File: src/rtl/bitcell_array.sv
// Word-organised single-port register array with registered read, held output
// and a hardware clear sweep that runs after reset and on request.
//
// state | meaning
// IDLE  | accepting reads and writes
// CLEAR | sweeping zeros through every word, one word per cycle
module bitcell_array #(
   parameter int WIDTH  = 8,
   parameter int DEPTH  = 16,
   parameter int ADDR_W = 4
) (
   input  logic              clk,
   input  logic              rst,
   input  logic              sel,
   input  logic              rw,
   input  logic [ADDR_W-1:0] addr,
   input  logic [WIDTH-1:0]  data,
   input  logic              clr,
   output logic [WIDTH-1:0]  out,
   output logic              out_valid,
   output logic              busy,
   output logic              err
);

   typedef enum logic {IDLE, CLEAR} state_t;

   localparam logic [ADDR_W:0]   DEPTH_C = (ADDR_W+1)'(DEPTH);
   localparam logic [ADDR_W-1:0] LAST    = ADDR_W'(DEPTH-1);

   state_t            state, state_nx;
   logic [ADDR_W-1:0] ptr, ptr_nx;
   logic              in_range, wr_en, rd_en, err_nx;
   logic [WIDTH-1:0]  mem [DEPTH];

   // Extra top bit keeps the compare honest when DEPTH == 2**ADDR_W.
   assign in_range = ({1'b0, addr} < DEPTH_C);
   assign busy     = (state == CLEAR);

   always_comb begin
      state_nx = state;
      ptr_nx   = ptr;
      wr_en    = 1'b0;
      rd_en    = 1'b0;
      err_nx   = 1'b0;
      case (state)
         CLEAR: begin
            err_nx = sel;
            ptr_nx = ptr + 1'b1;
            if (ptr == LAST) begin
               state_nx = IDLE;
               ptr_nx   = '0;
            end
         end
         IDLE: begin
            if (clr) begin
               state_nx = CLEAR;
               ptr_nx   = '0;
               err_nx   = sel;
            end else if (sel) begin
               if (!in_range) err_nx = 1'b1;
               else if (rw)   wr_en  = 1'b1;
               else           rd_en  = 1'b1;
            end
         end
      endcase
   end

   always_ff @(posedge clk) begin
      if (rst) begin
         state     <= CLEAR;
         ptr       <= '0;
         out       <= '0;
         out_valid <= 1'b0;
         err       <= 1'b0;
      end else begin
         state     <= state_nx;
         ptr       <= ptr_nx;
         out_valid <= rd_en;
         err       <= err_nx;
         if (rd_en) out <= mem[addr];
      end
   end

   // Word 0 is zeroed on every reset edge; the sweep rewrites it right after.
   always_ff @(posedge clk) begin
      if (rst)                 mem[0]    <= '0;
      else if (state == CLEAR) mem[ptr]  <= '0;
      else if (wr_en)          mem[addr] <= data;
   end

endmodule

File: config.mk
export PLATFORM = sky130hd
export DESIGN_NAME = bitcell_array
export DESIGN_NICKNAME = d
export VERILOG_FILES = /design/src/rtl/bitcell_array.sv
export SDC_FILE = /design/constraint.sdc
export NUM_CORES = 1
export LEC_CHECK = 0
export BUFFER_PORTS_ARGS = -buffer_cell sky130_fd_sc_hd__buf_2
export CORE_MARGIN = 10
export CORE_UTILIZATION = 55
export DETAILED_ROUTE_END_ITERATION = 12
export MAX_ROUTING_LAYER = met4
export PLACE_DENSITY = 0.8
export RECOVER_POWER = 50
export SKIP_LAST_GASP = 1
export SYNTH_ARGS = -nofsm -noshare
export SYNTH_HDL_FRONTEND = slang
export SYNTH_SLANG_ARGS = --single-unit
File: constraint.sdc
create_clock -name clk -period 2.07 [get_ports clk]
set_input_delay 0.207 -clock clk [delete_from_list [all_inputs] [get_ports clk]]
set_output_delay 0.207 -clock clk [all_outputs]
set_load 0.03 [all_outputs]
### Word level (Yosys, flattened, before mapping)

Memory sizes are Yosys's and may differ from the RTL's. A register that Yosys moved wholly into a read port is not among the register bits.
Index checks and enable logic that the tools add are counted.

| word-level totals | value |
|---|---|
| register bits | 7 |
| bits in writable memories | 128 |
| logic and storage cells | 42 |
| memories kept | 1 |

| operators by class | value |
|---|---|
| $add $sub $neg | 1 |
| equality and inequality tests | 2 |
| muxes and demuxes | 31 |
| bitwise operators | 1 |
| reduce and logical (&&, ||, !) cells | 2 |

Memory list:

| memory | depth | width | read ports | clocked after memory_dff | write ports | RTL line | source |
|---|---|---|---|---|---|---|---|
| mem | 16 | 8 | 1 | 1 | 1 | 33 | `logic [WIDTH-1:0] mem [DEPTH];` |

Operators by type and width:

| operator | count |
|---|---|
| $mux W1 | 22 |
| $mux W4 | 4 |
| $mux W8 | 2 |
| $reduce_or A8 Y1 | 2 |
| $pmux W4 S2 | 1 |
| $add A4 B1 Y4 const B | 1 |
| $eq A4 B4 Y1 const B | 1 |
| $pmux W1 S2 | 2 |
| $ne A2 B2 Y1 const B | 1 |
| $not A1 Y1 | 1 |

### Depth between registers and ports, before layout

| depth | value |
|---|---|
| depth in word-level cells | 10 |
| gate-level depth with buffers | 6 |
| depth with buffers taken out | 5 |

### Least setup slack after synthesis

Ideal clock, no wire load.

| timing | value |
|---|---|
| kind | register to register |
| start point | register state (netlist: busy) |
| end point | memory mem[8][0] (enable) |
| setup time | 0.370 ns |
| arrival time | 1.862 ns |
| path slack | -0.162 ns |
| cell stages (with the launch flop) | 7 |
| buffers on the path | 2 |
| clock period less this slack | 2.232 ns |
| path through | dfxtp_1 > buf_4 > nor2b_1 > buf_2 > a32oi_1 > a211o_1 > nor2_1 |

| between the ends | value |
|---|---|
| word-level cells in the longest chain between the ends | 7 |

RTL lines:

| what | RTL line | source |
|---|---|---|
| start, declared | 30 | `state_t state, state_nx;` |
| start signal, assigned | 76 | `state <= state_nx;` |
| $mux W1 | 45 | `case (state)` |
| $mux W1 | 88 | `else if (wr_en) mem[addr] <= data;` |
| $mux W1 | 87 | `else if (state == CLEAR) mem[ptr] <= '0;` |
| $mux W1 | 86 | `if (rst) mem[0] <= '0;` |
| $mux W1 (implied by the code) | 88 |  |
| $reduce_or A8 Y1 (no source line) | - |  |
| $mux W4 (no source line) or $mux W1 (tied branches) | - |  |
| end, declared | 33 |  |

Several ways; a longest one is shown, not always the timed one.

### Worst setup path in the final report

| timing | value |
|---|---|
| start point | input port clr |
| end point | memory mem[6][7] (enable) |

| between the ends | value |
|---|---|
| word-level cells in the longest chain between the ends | 8 |

RTL lines:

| what | RTL line | source |
|---|---|---|
| start, declared | 18 | `input logic clr,` |
| $mux W1 * | 55 | `if (clr) begin` |
| $mux W1 * | 45 |  |
| $mux W1 * | 88 |  |
| $mux W1 * | 87 |  |
| $mux W1 * | 86 |  |
| $mux W1 (implied by the code) * | 88 |  |
| $reduce_or A8 Y1 (no source line) | - |  |
| $mux W4 (no source line) or $mux W1 (tied branches) | - |  |

Every way passes the cells marked *; elsewhere a longest branch is shown, timed or not.

==> impl_metrics.yaml <==
status:
  status: "finished, final reports clean"
setup_path:
  cp_slowest_cell: "dlygate4sd3_1"
  path_common_cell: "buf_4"
  crit_path_start: "clr"
  reg2reg_to: "mem[6][7]"
  reg2regPathDepth: 6
  arrival_ns: 2.25
  worstSetupEndpointType: "flop"
  reg2reg_slack_ns: 0.08
  crit_family: "buffers and inverters"
  worst-path-buf-inv: 4
  crit_type: "primary input to flop"
  crit_fanout: 5
  start_kind: "primary input"
  reg2reg_from: "busy"
  critical_path_required_ns: 2.31
  crit_chain: "dlygate4sd3_1 > buf_2 > nor4b_4 > buf_4 > nand4b_1 > a22o_1 > nor2_1 > buf_4"
  crit_cells: 8
  crit_end: "mem[6][7]"
  critPathMaxStageDelay_ns: 0.54
synthesis:
  synthFlopType: "edfxtp_1"
  synthTopCellsByArea: "edfxtp_1 67%, mux4_2 11%, dfxtp_1 5.2%"
  synth_top_family_by_area: "multiplexers"
  synth_nets: 322
  synthXorXnorAreaFrac: 0
  synth_edf_count: 128
  synthMuxAreaShare: 0.158
  yosys.area.top_type: "edfxtp_1"
  async_flop_share: 0
  synthAdderAreaFrac: 0.00218
  synth_warnings: 0
  synth-seq-cells: 143
  synth_top_area_frac: 0.669
  synth_compound_area_frac: 0.0429
  syn-cell-area_sq_um: 5740
  synth_seq_area_share: 0.722
  yosys.cell_types.count: 40
  synthSimpleGateAreaFrac: 0.0525
  ys_top_cells_by_count: "128 x edfxtp_1, 28 x mux4_2, 22 x nor2_1"
  yosysMostFrequentCell: "edfxtp_1"
  synth.avg_cell_area_sq_um: 18.9
  syn_inst: 304
sta:
  hold_violations: 0
  setup_viol_count_final: 0
  slew_viol_final: 0
  worstMarginPinSlew_ns: 1.14
  slew_headroom: 0.240
  skew_ns: 0.00810
  post-route-min-period_ns: 2.01
  tns_ns: 0
  period_share: 0.972
  fmax_ghz: 0.497
worst_hold_path:
  min_from: "rw"
  hold_path_class: "primary input to flop"
run:
  drv_cap: 0
clock_network:
  cts-root-buf: "clkbuf_8"
  cts.clk_slew.worst_paths_ns: 0.06
  ctsResizeCount: 0
  clock_sinks: 143
  cts_tree: "built"
  clk_latency_ns: 0.53
  cts_buffer_depth: 2
  ctsHtreeMaxLevel: 4
  cts_buffers: 17
placed_design:
  gp_congestion: 0.939
  portBuffers: 27
  dp_hpwl_mm: 8.02
  placed_cells: 487
global_route:
  grt_pass1_wl_mm: 18.6
  grt_pass1_vias: 3202
  grt_util_all_layers: 0.179
  grt_overflow: 0
  antenna_found_initial: 0
  grt_max_degree: 37
floorplan:
  die_area_sq_um: 14900
  initial_utilization: 0.561
  ioPinCount: 28
  dieWidth_microns: 122
  num_rows: 37
  fp.dieH_microns: 122
  core_area_sq_um: 10200
final_layout:
  drive_above_1_share: 0.342
  antenna_cells: 0
  area_growth_pct: 20.5
  final.fill_count: 642
  final_cells: 525
  final_nets: 394
route:
  firstDrtPassIters: 4
  wl_met1_mm: 4.67
  met2_length_mm: 6.26
  routed_wl_mm: 12.2
  drt_iter0_drc: 325
  wl_per_cell_microns: 23.2
  dr_wl_met3_microns: 881
  route.vias.total: 3178
  route.detailed.drc: 0
  vias_per_cell: 6.05
  drtAntennaViolNets: 0
  top_layer: "met4"
power:
  ir_worst_vdd_mv: 0.546
  leakagePower_nw: 2.27
  powerDensity_nw_per_um2: 925
## how the worst min path moves through the flow
stage / end / slack, ns / depth (start not counted)
detailed placement: out[3] / 0.46 / 2
finish: out_valid / 0.22 / 3
floorplan: busy / 0.33 / 2
CTS: out_valid / 0.16 / 3
global route: out_valid / 0.21 / 3
global placement: out[4] / 0.45 / 2
## registers in the layout, indices dropped and copies added, names as in the netlist
signal / count
out: 8
ptr: 4
out_valid: 1
err: 1
busy: 1
mem: 128
## layout make-up
cell class	instances	area (sq um)	area share
timing repair buffer	70	531	0.0766
clock inverter	8	105	0.0152
tap	136	170	0.0246
clock buffer	24	480	0.0694
sequential	143	4150	0.599
inverter	3	11.3	0.00163
multi-input combinational	141	1480	0.214
## power breakdown
| part | switching, mW | total [mW] | internal, mW | leakage [nW] |
|---|---|---|---|---|
| clock network | 1.13 | 2.97 | 1.85 | 0.278 |
| registers | 0.0215 | 3.17 | 3.15 | 1.11 |
| logic | 0.136 | 0.258 | 0.122 | 0.873 |
## routing by layer
layer,global-route usage,vias up
met2,0.277,147
met1,0.214,1615
met4,0.0832,0
met5,-,-
met3,0.0495,27
li1,-,1389
## layout by cell type (no fill, tap or decap), types with 4 or more instances in the layout
master           n
dlygate4sd3_1    4
a21oi_1          4
a2bb2oi_1        8
mux4_1           4
nor2_2           5
and3_1           9
o21ai_1          8
nand2_1          7
buf_4           34
edfxtp_1       128
clkbuf_8         5
buf_2           27
mux2i_1         16
nand3_1          4
buf_12           5
dfxtp_1         14
nor2_1          17
clkbuf_16       16
mux4_2          28
## kinds of logic (layout without fill, tap and decap cells)
kind of cell,count (synthesis),in the layout
buffers and inverters,20,105
muxes,49,49
and+or+nand+nor,56,56
DFF,143,143
adders and majority gates,1,1
AOI/OAI and AO/OA,35,35
## per-stage QoR
| step | power, mW | util | area, sq um | setup WS [ns] | hold WS (ns) |
|---|---|---|---|---|---|
| final | 6.40 | 0.677 | 6920 | 0.0585 | 0.215 |
| after global routing | 6.60 | 0.677 | 6920 | -0.0209 | 0.211 |
| after CTS | 6.46 | 0.675 | 6910 | 0.104 | 0.164 |
| after detailed placement | 3.48 | 0.614 | 6280 | 0.113 | 0.460 |
| after global placement | 3.48 | 0.614 | 6280 | 0.158 | 0.454 |
| after floorplan | 3.39 | - | 5760 | 0.0151 | 0.329 |
## worst min-delay path: cells and delay by family
kind | cells | cell delay [ns]
AND/OR/NAND/NOR | 1 | 0.15
buffers and inverters | 2 | 0.36
## timing repair
| action | 4_1_cts | 5_1_grt |
|---|---|---|
| setup endpoints to repair | 0 | 15 |
| setup buffers | 0 | 2 |
| hold buffers | 4 | 0 |
| endpoints found under the hold margin | 6 | 0 |
(Power assumes the default switching activity.)
